`config.mk`:
```
export PLATFORM = sky130hd
export DESIGN_NAME = sdram_arbit
export DESIGN_NICKNAME = d
export VERILOG_FILES = /design/src/rtl/sdram_arbit.sv
export SDC_FILE = /design/constraint.sdc
export NUM_CORES = 1
export LEC_CHECK = 0
export BUFFER_PORTS_ARGS = -buffer_cell sky130_fd_sc_hd__buf_2
export CORE_MARGIN = 2
export CORE_UTILIZATION = 45
export DETAILED_ROUTE_END_ITERATION = 7
export HOLD_SLACK_MARGIN = 0.15
export PLACE_DENSITY = 0.78
export SYNTH_ARGS = -nofsm -noshare
export SYNTH_HDL_FRONTEND = slang
export SYNTH_SLANG_ARGS = --single-unit
```
`constraint.sdc`:
```
create_clock -name sysclk_100M -period 4.4 [get_ports sysclk_100M]
set_clock_uncertainty 0.1 [all_clocks]
set_input_delay 0.22 -clock sysclk_100M [delete_from_list [all_inputs] [get_ports sysclk_100M]]
set_output_delay 0.22 -clock sysclk_100M [all_outputs]
set_load 0.005 [all_outputs]
```
`src/rtl/sdram_arbit.sv`:
```
// sdram_arbit: SDRAM command-bus arbiter (init, refresh, write, read).
// Ports: sysclk_100M/rst_n; init/ref/wr/rd engine buses; acks; init_done,
// grant_err; registered SDRAM pins sdram_cke/cmd/addr/ba.
module sdram_arbit #(
   parameter int unsigned TIMEOUT = 1023,
   parameter logic [3:0]  NOP_CMD = 4'b0111
) (
   input  logic        sysclk_100M,
   input  logic        rst_n,
   input  logic [3:0]  init_cmd,
   input  logic [12:0] init_addr,
   input  logic        init_end,
   input  logic        ref_req,
   output logic        ref_ack,
   input  logic [3:0]  ref_cmd,
   input  logic [12:0] ref_addr,
   input  logic        ref_end,
   input  logic        wr_req,
   output logic        wr_ack,
   input  logic [3:0]  wr_cmd,
   input  logic [12:0] wr_addr,
   input  logic [1:0]  wr_bank,
   input  logic        wr_end,
   input  logic        rd_req,
   output logic        rd_ack,
   input  logic [3:0]  rd_cmd,
   input  logic [12:0] rd_addr,
   input  logic [1:0]  rd_bank,
   input  logic        rd_end,
   output logic        init_done,
   output logic        grant_err,
   output logic        sdram_cke,
   output logic [3:0]  sdram_cmd,
   output logic [12:0] sdram_addr,
   output logic [1:0]  sdram_ba
);

   typedef enum logic [4:0] {
      S_INIT  = 5'b00001,
      S_ARBIT = 5'b00010,
      S_REF   = 5'b00100,
      S_WR    = 5'b01000,
      S_RD    = 5'b10000
   } state_t;

   localparam logic [9:0] TMO    = 10'(TIMEOUT);
   localparam logic [9:0] TMO_M1 = 10'(TIMEOUT - 1);

   state_t      r_state, w_next;
   logic        r_last_wr;
   logic [9:0]  r_wdog;
   logic        r_ref_ack, r_wr_ack, r_rd_ack;
   logic        r_init_done, r_grant_err;
   logic [3:0]  r_cmd, w_cmd;
   logic [12:0] r_addr, w_addr;
   logic [1:0]  r_ba, w_ba;
   logic        w_svc, w_end, w_tmo;
   logic        w_pick_wr, w_pick_rd;

   // Both requesting: the one not granted last time wins.
   assign w_pick_wr = wr_req && (!rd_req || !r_last_wr);
   assign w_pick_rd = rd_req && (!wr_req ||  r_last_wr);

   always_comb begin
      w_svc = (r_state == S_REF) || (r_state == S_WR) ||
              (r_state == S_RD);
      w_end = ((r_state == S_REF) && ref_end) ||
              ((r_state == S_WR)  && wr_end)  ||
              ((r_state == S_RD)  && rd_end);
      // r_wdog holds the count of earlier service cycles,
      // so this fires on the TIMEOUT-th cycle; an end wins.
      w_tmo = w_svc && !w_end && (r_wdog >= TMO_M1);
   end

   always_comb begin
      w_next = r_state;
      unique case (r_state)
         S_INIT:  if (init_end) w_next = S_ARBIT;
         S_ARBIT: begin
            unique case (1'b1)
               ref_req:               w_next = S_REF;
               !ref_req && w_pick_wr: w_next = S_WR;
               !ref_req && w_pick_rd: w_next = S_RD;
               default:               w_next = S_ARBIT;
            endcase
         end
         S_REF, S_WR, S_RD: begin
            if (w_end || w_tmo) w_next = S_ARBIT;
         end
         default: w_next = S_INIT;
      endcase
   end

   always_comb begin
      w_cmd  = NOP_CMD;
      w_addr = '0;
      w_ba   = '0;
      unique case (r_state)
         S_INIT: begin
            w_cmd  = init_cmd;
            w_addr = init_addr;
         end
         S_REF: begin
            w_cmd  = ref_cmd;
            w_addr = ref_addr;
         end
         S_WR: begin
            w_cmd  = wr_cmd;
            w_addr = wr_addr;
            w_ba   = wr_bank;
         end
         S_RD: begin
            w_cmd  = rd_cmd;
            w_addr = rd_addr;
            w_ba   = rd_bank;
         end
         default: ;
      endcase
   end

   always_ff @(posedge sysclk_100M or negedge rst_n) begin
      if (!rst_n) begin
         r_state     <= S_INIT;
         r_last_wr   <= 1'b0;
         r_wdog      <= '0;
         r_ref_ack   <= 1'b0;
         r_wr_ack    <= 1'b0;
         r_rd_ack    <= 1'b0;
         r_init_done <= 1'b0;
         r_grant_err <= 1'b0;
         r_cmd       <= NOP_CMD;
         r_addr      <= '0;
         r_ba        <= '0;
      end else begin
         r_state     <= w_next;
         r_ref_ack   <= (r_state == S_ARBIT) && (w_next == S_REF);
         r_wr_ack    <= (r_state == S_ARBIT) && (w_next == S_WR);
         r_rd_ack    <= (r_state == S_ARBIT) && (w_next == S_RD);
         r_grant_err <= w_tmo;
         r_cmd       <= w_cmd;
         r_addr      <= w_addr;
         r_ba        <= w_ba;
         if ((r_state == S_INIT) && init_end)
            r_init_done <= 1'b1;
         if ((r_state == S_ARBIT) && (w_next == S_WR))
            r_last_wr <= 1'b1;
         else if ((r_state == S_ARBIT) && (w_next == S_RD))
            r_last_wr <= 1'b0;
         if (!w_svc)
            r_wdog <= '0;
         else if (r_wdog < TMO)
            r_wdog <= r_wdog + 10'd1;
      end
   end

   assign ref_ack    = r_ref_ack;
   assign wr_ack     = r_wr_ack;
   assign rd_ack     = r_rd_ack;
   assign init_done  = r_init_done;
   assign grant_err  = r_grant_err;
   assign sdram_cke  = 1'b1;
   assign sdram_cmd  = r_cmd;
   assign sdram_addr = r_addr;
   assign sdram_ba   = r_ba;

endmodule

```
==> summary.md, run 1 <==
| Metric | Value |
|---|---|
| Synth Warn # | `0` |
| Status | `complete, no violations` |
| CTS clk-pin slew, worst paths | `80 ps` |
| Vias in the first global route | `2234` |
| ANT cells | `0` |
| Post-synth EDFFs | `0` |
| Adder-Cell Fraction of Synth Area | `1.255%` |
| Primary FF master, synth | `dfrtp_1` |
| Post-synth cell types | `46` |
| Hold WS | `169.2 ps` |
| Synth Area in Simple Gates | `19.65%` |
| Initial antenna violation count | `0` |
| Pin count of the biggest net entering global routing | `41` |
| Slowest cell on crit path | `nor3b_2` |
| CTS root buf | `clkbuf_8` |
| Vias post-DR | `2307` |
| Worst path cell trace | `or3_4 > nor3b_2 > a22oi_1 > dlygate4sd3_1 > nand2_1 > dlygate4sd3_1` |
| Hold EP | `ref_ack` |
| Mapped Cells | `191` |
| Worst Hold Path Cells | `2` |
| Worst min path class | `input port to flop` |
| Net count, final | `440` |
| WL/cell | `16.91 µm` |
| Layout cell share with drive strength beyond 1 | `35.20%` |
| Die width | `70.55 µm` |
| Row count | `24` |
| Post-synthesis mux area share | `0.5022%` |
| CP Capture Type | `flop` |
| Vias per cell | `5.627` |
| TritonCTS buffer count | `5` |
| Grt met1 use | `32.77%` |
| Crit path time final | `3665 ps` |
| Slew @ Worst Pin | `1310 ps` |
| Global-route wire length before repair | `10.78 mm` |
| Synthesized area per cell | `10.44 µm²` |
| Max-slew violation count | `0` |
| Seq cells post-synth | `40` |
| Max-cap violation count | `0` |
| Layout area overhead | `63.72%` |
| Achievable Freq | `272.8 MHz` |
| Total GRT Usage | `27.79%` |
| Peak VDD IR | `0.2844 mV` |
| CTS tree | `yes` |
| Reg2reg start | `r_state[4]` |
| Yosys top cell area share | `45.20%` |
| CP bufs+invs | `2` |
| I/O pin total | `106` |
| Core area | `4324 µm²` |
| Synthesized Nets | `274` |
| Crit-path max FO | `20` |
| RSZ-0062 raised after global routing | `false` |
| First-pass DRT Iterations | `5` |
| Synth Area in Compound Gates | `21.53%` |
| Final setup viols | `0` |
| Leakage | `0.001588 µW` |
| DRT antenna net count | `0` |
| # port buffers | `104` |
| CP Class | `flop to flop` |
| Post-synthesis xor/xnor area fraction | `1.758%` |
| Crit share post-route | `83.30%` |
| FF-to-FF path depth | `6` |
| Die area | `4977 µm²` |
| Die Span Y | `70.55 µm` |
| Post-synth ARST share | `100.0%` |
| Area leader, netlist | `dfrtp_1` |
| Final WL | `6.932 mm` |
| Sequential fraction of the synthesis area | `50.47%` |
| Starting Density | `46.09%` |
| Final hold vios | `0` |
| Total grt overflow | `0` |
| Final Wtd Congestion | `0.8251` |
| Slowest Stage Delay on Critical Path | `1050 ps` |
| Worst R2R Setup Slack | `730 ps` |
| Post-CTS Setup Bufs | `0` |
| Largest family of logic cells by synthesized area | `compound AO/OA/AOI/OAI gates` |
| Most frequent cells in the layout | `buf_2 (104), dlygate4sd3_1 (62), dfrtp_1 (36), a22oi_1 (29), nand2_1 (21)` |
| Pwr dens | `404.8 nW/µm²` |
| H-tree level count | `2` |
| Worst-Skew Late Latency | `300 ps` |
| Most used cell, CP | `dlygate4sd3_1` |
| Detailed Place HPWL | `3.790 mm` |
| Most common cell after layout, fill and taps aside | `buf_2` |
| Met2 GRT Util | `49.79%` |
| Arr. time, crit path | `3790 ps` |
| R2r endpoint | `sdram_addr[12]` |
| CTS max path bufs | `2` |
| Initial DRC Count | `236` |
| Hold Startpoint | `ref_req` |
| Cell family with the largest share of critical-path delay | `simple AND/OR/NAND/NOR gates` |
| GR peak layer | `met2` |
| DRC violations left | `0` |
| Post_cts resized | `0` |
| Clock Sinks | `40` |
| Final setup TNS | `0 ps` |
| Met3 GRT Util | `4.701%` |
| Synthesized area | `1993 µm²` |
| Crit path launch type | `flop` |
| Slew margin rel. | `12.30%` |
| Crit path required time | `4530 ps` |
| Fillers | `281` |
| Most area-consuming cells after synthesis | `dfrtp_1 (45%), a22oi_1 (11%), dfstp_2 (5.3%)` |
-- cell families (layout without fill, tap and decap cells) --
family,after synthesis,in the layout
and+or+nand+nor,68,68
other,1,1
muxes,1,1
AOI/OAI and AO/OA,58,58
adders and majority gates,2,2
xor gates and xnor gates,4,4
buffers and inverters,17,184
DFF,40,40
-- worst max path at each step --
stage | slack (ps) | to | cells after the start | start
global route | 580 | sdram_addr[12] | 6 | r_state[4]
finish | 730 | sdram_addr[12] | 6 | r_state[4]
detailed placement | 1650 | grant_err | 4 | r_state[4]
floorplan | 2730 | sdram_addr[2] | 7 | r_state[4]
CTS | 870 | sdram_addr[4] | 6 | r_state[4]
global placement | 1720 | grant_err | 4 | r_state[4]
-- worst reg2reg max path, cell delays in order (launching register included) --
cell and delay [ps]:
dfrtp_1 490, or3_4 450, nor3b_2 1050, a22oi_1 220, dlygate4sd3_1 620, nand2_1 80, dlygate4sd3_1 590
-- per-layer routing --
| metal | part of all wire (%) | vias to the layer above |
|---|---|---|
| met1 | 37 | 1107 |
| met2 | 52 | 137 |
| met3 | 6.7 | 24 |
| met5 | 0 | - |
| met4 | 4.0 | 0 |
| li1 | - | 1039 |
-- power by group --
part / internal (µW) / switching (µW)
clock: 169 / 133
combinational: 294 / 218
sequential: 463 / 44.5
total: 925 / 396
-- synth_stat cells, types with 3 or more instances --
cell,count
a222oi_1,4
and3_1,3
a22oi_1,29
dfstp_2,4
a211oi_1,3
nor3_1,8
a21oi_1,4
o21ai_1,3
nor3b_2,4
nand2b_1,3
buf_2,5
inv_1,6
nor2_1,12
nand2_1,21
dfrtp_1,36
nand3_1,3
-- sequential cells by signal (all words and copies together), names as in the netlist --
| name | count |
|---|---|
| wr_ack | 1 |
| rd_ack | 1 |
| grant_err | 1 |
| sdram_cmd | 4 |
| r_state | 5 |
| sdram_addr | 13 |
| r_last_wr | 1 |
| init_done | 1 |
| ref_ack | 1 |
| r_wdog | 10 |
| sdram_ba | 2 |
-- repair_timing --
action	in CTS	in global routing
hold endpoints to repair	62	0
setup endpoints to repair	0	0
hold buffers	62	0
-- through the flow --
step                      std cells  area (µm²)  power (µW)  worst slack [ps]  util (%)
after floorplan                 191        1993       698.0              2729         -
after global placement          340        2535       833.7              1723     58.62
after detailed placement        340        2535       847.4              1645     58.62
after CTS                       410        3263        1294             870.3     75.46
after global routing            410        3263        1394             577.9     75.46
final                           410        3263        1321             734.7     75.46
-- area by class of cell --
type | instances | area, µm² | share of cell area [%]
sequential | 40 | 1006 | 30.83
multi-input combinational | 134 | 894.6 | 27.42
clock buffer | 6 | 72.57 | 2.224
timing repair buffer | 169 | 1164 | 35.66
clock inverter | 2 | 35.03 | 1.074
inverter | 7 | 26.28 | 0.8052
tap | 52 | 65.06 | 1.994
Power figures use the tool's default switching activity.
==> run 2, diff against run 1 <==
- clock period: 4.4 -> 3.85 ns (I/O delays scaled with it)
==> summary.md, run 2 (synthesis gave the netlist of run 1 again) <==
| Metric | Value |
|---|---|
| Status | `complete, no violations (unchanged)` |
| Row count | `24 (unchanged)` |
| Die width | `70.55 µm (unchanged)` |
| Vias per cell | `5.669 (was 5.627)` |
| CTS root buf | `clkbuf_8 (unchanged)` |
| Worst min path class | `flop to flop (was input port to flop)` |
| Fillers | `260 (was 281)` |
| CTS tree | `yes (unchanged)` |
| Final setup viols | `0 (unchanged)` |
| Most frequent cells in the layout | `buf_2 (104), dlygate4sd3_1 (65), dfrtp_1 (36), a22oi_1 (29), nand2_1 (21) (was buf_2 (104), dlygate4sd3_1 (62), dfrtp_1 (36), a22oi_1 (29), nand2_1 (21))` |
| Final Util | `75.93% (was 75.46%)` |
| Final Wtd Congestion | `0.8362 (was 0.8251)` |
| Placed Cells | `341 (was 340)` |
| Vias post-DR | `2347 (was 2307)` |
| H-tree level count | `2 (unchanged)` |
| TritonCTS buffer count | `5 (unchanged)` |
| Initial antenna violation count | `0 (unchanged)` |
| Leakage | `0.001601 µW (was 0.001588 µW)` |
| Detailed Place HPWL | `3.889 mm (was 3.790 mm)` |
| # port buffers | `104 (unchanged)` |
| Final instance count without filler cells | `414 (was 410)` |
| Peak VDD IR | `0.3038 mV (was 0.2844 mV)` |
| Final setup TNS | `0 ps (unchanged)` |
| Post-CTS Setup Bufs | `0 (unchanged)` |
| CP Capture Type | `flop (unchanged)` |
| Total GRT Usage | `28.90% (was 27.79%)` |
| Tot Pwr | `1479 µW (was 1321 µW)` |
| Achievable Freq | `309.9 MHz (was 272.8 MHz)` |
| Initial DRC Count | `176 (was 236)` |
| Most common cell after layout, fill and taps aside | `buf_2 (unchanged)` |
| Max FFs per register | `13 (unchanged)` |
| Layout area overhead | `64.72% (was 63.72%)` |
| RSZ-0062 raised after global routing | `false (unchanged)` |
| WL/cell | `17.29 µm (was 16.91 µm)` |
| Core area | `4324 µm² (unchanged)` |
| Reg area | `1006 µm² (unchanged)` |
| CTS clk-pin slew, worst paths | `80 ps (about the same)` |
| Crit path required time | `3980 ps (was 4530 ps)` |
| Worst-Skew Late Latency | `290 ps (was 300 ps)` |
| Max-slew violation count | `0 (unchanged)` |
| Slew @ Worst Pin | `920.7 ps (was 1310 ps)` |
| Clock Sinks | `40 (unchanged)` |
| Max-cap violation count | `0 (unchanged)` |
| Layout cell share with drive strength beyond 1 | `34.81% (was 35.20%)` |
| Crit share post-route | `83.82% (was 83.30%)` |
| Pin count of the biggest net entering global routing | `41 (unchanged)` |
| Crit path time final | `3227 ps (was 3665 ps)` |
| Pwr dens | `450.4 nW/µm² (was 404.8 nW/µm²)` |
| Total grt overflow | `0 (unchanged)` |
| ANT cells | `0 (unchanged)` |
| Crit-path max FO | `15 (was 20)` |
| DRT antenna net count | `0 (unchanged)` |
| Final hold vios | `0 (unchanged)` |
| DRC violations left | `0 (unchanged)` |
| Die area | `4977 µm² (unchanged)` |
| Area of the multi-input gates | `894.6 µm² (unchanged)` |
| Slew margin rel. | `38.62% (was 12.30%)` |
| Die Span Y | `70.55 µm (unchanged)` |
| Vias in the first global route | `2341 (was 2234)` |
| Starting Density | `46.09% (unchanged)` |
| Crit path launch type | `flop (unchanged)` |
| Net count, final | `444 (was 440)` |
| Global-route wire length before repair | `11.06 mm (was 10.78 mm)` |
| I/O pin total | `106 (unchanged)` |
| Final WL | `7.157 mm (was 6.932 mm)` |
| CP Class | `flop to flop (unchanged)` |
| CTS max path bufs | `2 (unchanged)` |
| Arr. time, crit path | `3360 ps (was 3790 ps)` |
| First-pass DRT Iterations | `7 (was 5)` |
run 2: cell count changes in the layout (fill, tap and decap cells not counted):
cell / previous run / this run
bufinv_16: 1 / 0
buf_4: 3 / 4
clkinv_2: 1 / 0
dlygate4sd3_1: 62 / 65
clkbuf_1: 1 / 2
clkbuf_8: 5 / 6
run 2: metrics by stage:
| stage | area, µm² | hold slack [ps] | worst slack (ps) |
|---|---|---|---|
| global route | 3283 | 390.5 | 526.8 |
| global placement | 2542 | 266.5 | 1856 |
| detailed placement | 2542 | 269.7 | 1759 |
| CTS | 3283 | 356.5 | 771.4 |
| floorplan | 1993 | -203.1 | 2179 |
| finish | 3283 | 390.7 | 622.9 |
run 2: final timing paths:
path	startpoint	depth (start not counted)	endpoint	slack, ps
max in group asynchronous	rst_n	2	sdram_addr[3]	2610
max reg2reg	r_state[4]	7	sdram_addr[1]	620
max	r_state[4]	7	sdram_addr[1]	620
min in group asynchronous	rst_n	2	init_done	480
min	init_done	1	init_done	390
min reg2reg	init_done	1	init_done	390
run 2: routing by layer:
| layer | share of wire, % | up-vias | GRT usage, % |
|---|---|---|---|
| met5 | 0 | - | 0 |
| met3 | 6.0 | 44 | 6.695 |
| li1 | - | 1050 | - |
| met2 | 52 | 141 | 51.26 |
| met1 | 36 | 1112 | 32.37 |
| met4 | 5.4 | 0 | 15.09 |
run 2: layout make-up:
type	count	area share, %
Timing Repair Buffer	173	36.59
Sequential cell	40	30.64
Multi-Input combinational cell	134	27.25
Clock buffer	8	2.744
Tap cell	52	1.982
Inverter	7	0.8003
run 2: report_power, final:
| part | switching, µW | internal [µW] |
|---|---|---|
| logic | 255 | 352 |
| clock network | 144 | 146 |
| registers | 51.8 | 529 |
run 2: what timing repair did:
action	in CTS	in global routing
gates resized for setup	0	0
hold buffers	65	0
endpoints found under the hold margin	64	0
run 2: critical path, cell delays in order, from the launching register on:
cell,delay (ps)
dfrtp_1,500
or3_4,450
nor3b_2,420
buf_4,310
a22oi_1,150
dlygate4sd3_1,580
nand2_1,90
dlygate4sd3_1,570
==> run 3, diff against run 2 <==
- CORE_UTILIZATION: 45 -> 40
- PLACE_DENSITY: 0.78 -> 0.73
- clock period: 3.85 -> 2.9 ns (I/O delays scaled with it)
==> summary.md, run 3 (synthesis gave the netlist of run 1 again) <==
| Metric | Value |
|---|---|
| Final setup viols | `0 (unchanged)` |
| Crit share post-route | `96.98% (was 83.82%)` |
| DRT antenna net count | `0 (unchanged)` |
| Worst min path class | `flop to flop (unchanged)` |
| Row count | `25 (was 24)` |
| I/O pin total | `106 (unchanged)` |
| Worst R2R Setup Slack | `90 ps (was 620 ps)` |
| Max-slew violation count | `0 (unchanged)` |
| Total grt overflow | `0 (unchanged)` |
| Max FFs per register | `13 (unchanged)` |
| Crit. path cell count | `7 (unchanged)` |
| Slew margin rel. | `40.85% (was 38.62%)` |
| Die Span Y | `74.59 µm (was 70.55 µm)` |
| Pin count of the biggest net entering global routing | `41 (unchanged)` |
| Die area | `5564 µm² (was 4977 µm²)` |
| CTS tree | `yes (unchanged)` |
| CTS clk-pin slew, worst paths | `80 ps (about the same)` |
| H-tree level count | `2 (unchanged)` |
| Worst Setup EP | `sdram_cmd[0] (was sdram_addr[1])` |
| Final WL | `7.476 mm (was 7.157 mm)` |
| Global-route wire length before repair | `11.05 mm (was 11.06 mm)` |
| CP Class | `flop to flop (unchanged)` |
| Final Wtd Congestion | `0.8097 (was 0.8362)` |
| # port buffers | `104 (unchanged)` |
| Core area | `4755 µm² (was 4324 µm²)` |
| Peak VDD IR | `0.2872 mV (was 0.3038 mV)` |
| Slowest cell on crit path | `dlygate4sd3_1 (unchanged)` |
| Total GRT Usage | `26.82% (was 28.90%)` |
| Net count, final | `460 (was 444)` |
| Cell family with the largest share of critical-path delay | `buffers and inverters (unchanged)` |
| DRC violations left | `0 (unchanged)` |
| First-pass DRT Iterations | `5 (was 7)` |
| Most used cell, CP | `dlygate4sd3_1 (unchanged)` |
| Reg2reg start | `r_state[3] (was r_state[4])` |
| Status | `complete, no violations (unchanged)` |
| CTS root buf | `clkbuf_8 (unchanged)` |
| Slew @ Worst Pin | `887.3 ps (was 920.7 ps)` |
| Worst-Skew Late Latency | `300 ps (was 290 ps)` |
| Vias per cell | `5.498 (was 5.669)` |
| Die width | `74.59 µm (was 70.55 µm)` |
| Max-cap violation count | `0 (unchanged)` |
| Slowest Stage Delay on Critical Path | `580 ps (about the same)` |
| Initial antenna violation count | `1 (was 0)` |
| Leakage | `0.001628 µW (was 0.001601 µW)` |
| Achievable Freq | `355.6 MHz (was 309.9 MHz)` |
| Initial DRC Count | `176 (unchanged)` |
| Vias post-DR | `2452 (was 2347)` |
| Final hold vios | `0 (unchanged)` |
| Layout cell share with drive strength beyond 1 | `34.66% (was 34.81%)` |
| R2r endpoint | `sdram_cmd[0] (was sdram_addr[1])` |
| Starting Density | `41.92% (was 46.09%)` |
| CTS max path bufs | `2 (unchanged)` |
| CP Launch Point | `r_state[3] (was r_state[4])` |
| WL/cell | `16.76 µm (was 17.29 µm)` |
| Detailed Place HPWL | `3.779 mm (was 3.889 mm)` |
| Pwr dens | `554.3 nW/µm² (was 450.4 nW/µm²)` |
| Crit path required time | `3030 ps (was 3980 ps)` |
| Layout area overhead | `74.89% (was 64.72%)` |
| Most frequent cells in the layout | `buf_2 (105), dlygate4sd3_1 (79), dfrtp_1 (34), a22oi_1 (29), nand2_1 (21) (was buf_2 (104), dlygate4sd3_1 (65), dfrtp_1 (36), a22oi_1 (29), nand2_1 (21))` |
| Clock Sinks | `40 (unchanged)` |
| Crit path launch type | `flop (unchanged)` |
| Most common cell after layout, fill and taps aside | `buf_2 (unchanged)` |
| Final Util | `73.32% (was 75.93%)` |
| Arr. time, crit path | `2950 ps (was 3360 ps)` |
| CP bufs+invs | `3 (unchanged)` |
| Vias in the first global route | `2478 (was 2341)` |
| Post-route cell area | `3486 µm² (was 3283 µm²)` |
| Post-DP Area | `2561 µm² (was 2542 µm²)` |
| Crit-path max FO | `10 (was 15)` |
| FF-to-FF path depth | `7 (unchanged)` |
| Fillers | `318 (was 260)` |
| CP Capture Type | `flop (unchanged)` |
| Worst path cell trace | `or3_4 > nor3b_4 > buf_6 > a222oi_1 > dlygate4sd3_1 > nand2_1 > dlygate4sd3_1 (was or3_4 > nor3b_2 > buf_4 > a22oi_1 > dlygate4sd3_1 > nand2_1 > dlygate4sd3_1)` |
| Crit path time final | `2812 ps (was 3227 ps)` |
| TritonCTS buffer count | `5 (unchanged)` |
==> run 3: changes by cell type in the layout (fill, tap and decap cells not counted) <==
cell           delta
buf_2             +1
diode_2           +1
dlygate4sd3_1    +14
clkinvlp_4        +1
dfrtp_2           +2
nor3b_2           -3
dfrtp_1           -2
nor3b_4           +3
buf_6             +1
clkbuf_1          -1
==> run 3: per-layer routing <==
| layer | track usage (%) | routed length, µm | up-vias |
|---|---|---|---|
| met3 | 8.943 | 614 | 49 |
| li1 | - | - | 1087 |
| met2 | 44.74 | 3861 | 172 |
| met5 | 0 | 0 | - |
| met1 | 29.04 | 2627 | 1144 |
| met4 | 17.46 | 371 | 0 |
==> run 3: metrics by stage <==
| step | setup TNS, ps | setup slack (ps) | cells | hold WS, ps | power, µW |
|---|---|---|---|---|---|
| final | 0 | 87.58 | 446 | 362.7 | 1932 |
| after global routing | -2.274 | -2.274 | 446 | 412.5 | 2041 |
| after CTS | 0 | 54.08 | 443 | 364.3 | 1869 |
| after detailed placement | 0 | 874.7 | 356 | 212.7 | 1290 |
| after global placement | 0 | 892.6 | 356 | 221.5 | 1281 |
| after floorplan | 0 | 1229 | 191 | -250.6 | 1059 |
==> run 3: area by class of cell <==
| type | count | area, µm² | area share (%) |
|---|---|---|---|
| Timing Repair Buffer | 189 | 1358 | 38.94 |
| Sequential cell | 40 | 1008 | 28.93 |
| Multi-Input combinational cell | 134 | 913.4 | 26.20 |
| Clock buffer | 7 | 86.33 | 2.477 |
| Tap cell | 67 | 83.83 | 2.405 |
| Inverter | 7 | 26.28 | 0.7538 |
| Clock inverter | 1 | 7.507 | 0.2154 |
| Antenna cell | 1 | 2.502 | 0.07179 |
==> run 3: report_power, final <==
part | internal, µW | leakage [µW] | switching, µW | total (µW)
logic | 429 | 0.00106 | 339 | 769
clock network | 193 | 0.0000445 | 192 | 386
registers | 704 | 0.000518 | 73.8 | 777
total | 1330 | 0.00163 | 606 | 1930
==> run 3: worst min-delay path by stage <==
stage | depth (start not counted) | startpoint | to | slack [ps]
2_1_floorplan | 0 | rst_n | grant_err | -250
3_3_place_gp | 1 | rst_n | rd_ack | 220
3_5_place_dp | 1 | rst_n | rd_ack | 210
4_1_cts | 1 | init_done | init_done | 360
5_1_grt | 1 | init_done | init_done | 410
6_report | 1 | init_done | init_done | 360
==> run 3: what timing repair did <==
item	4_1_cts	5_1_grt
hold endpoints to repair	64	0
buffers inserted	0	1
setup endpoints to repair	0	2
hold buffers	79	0
resized for setup	0	6
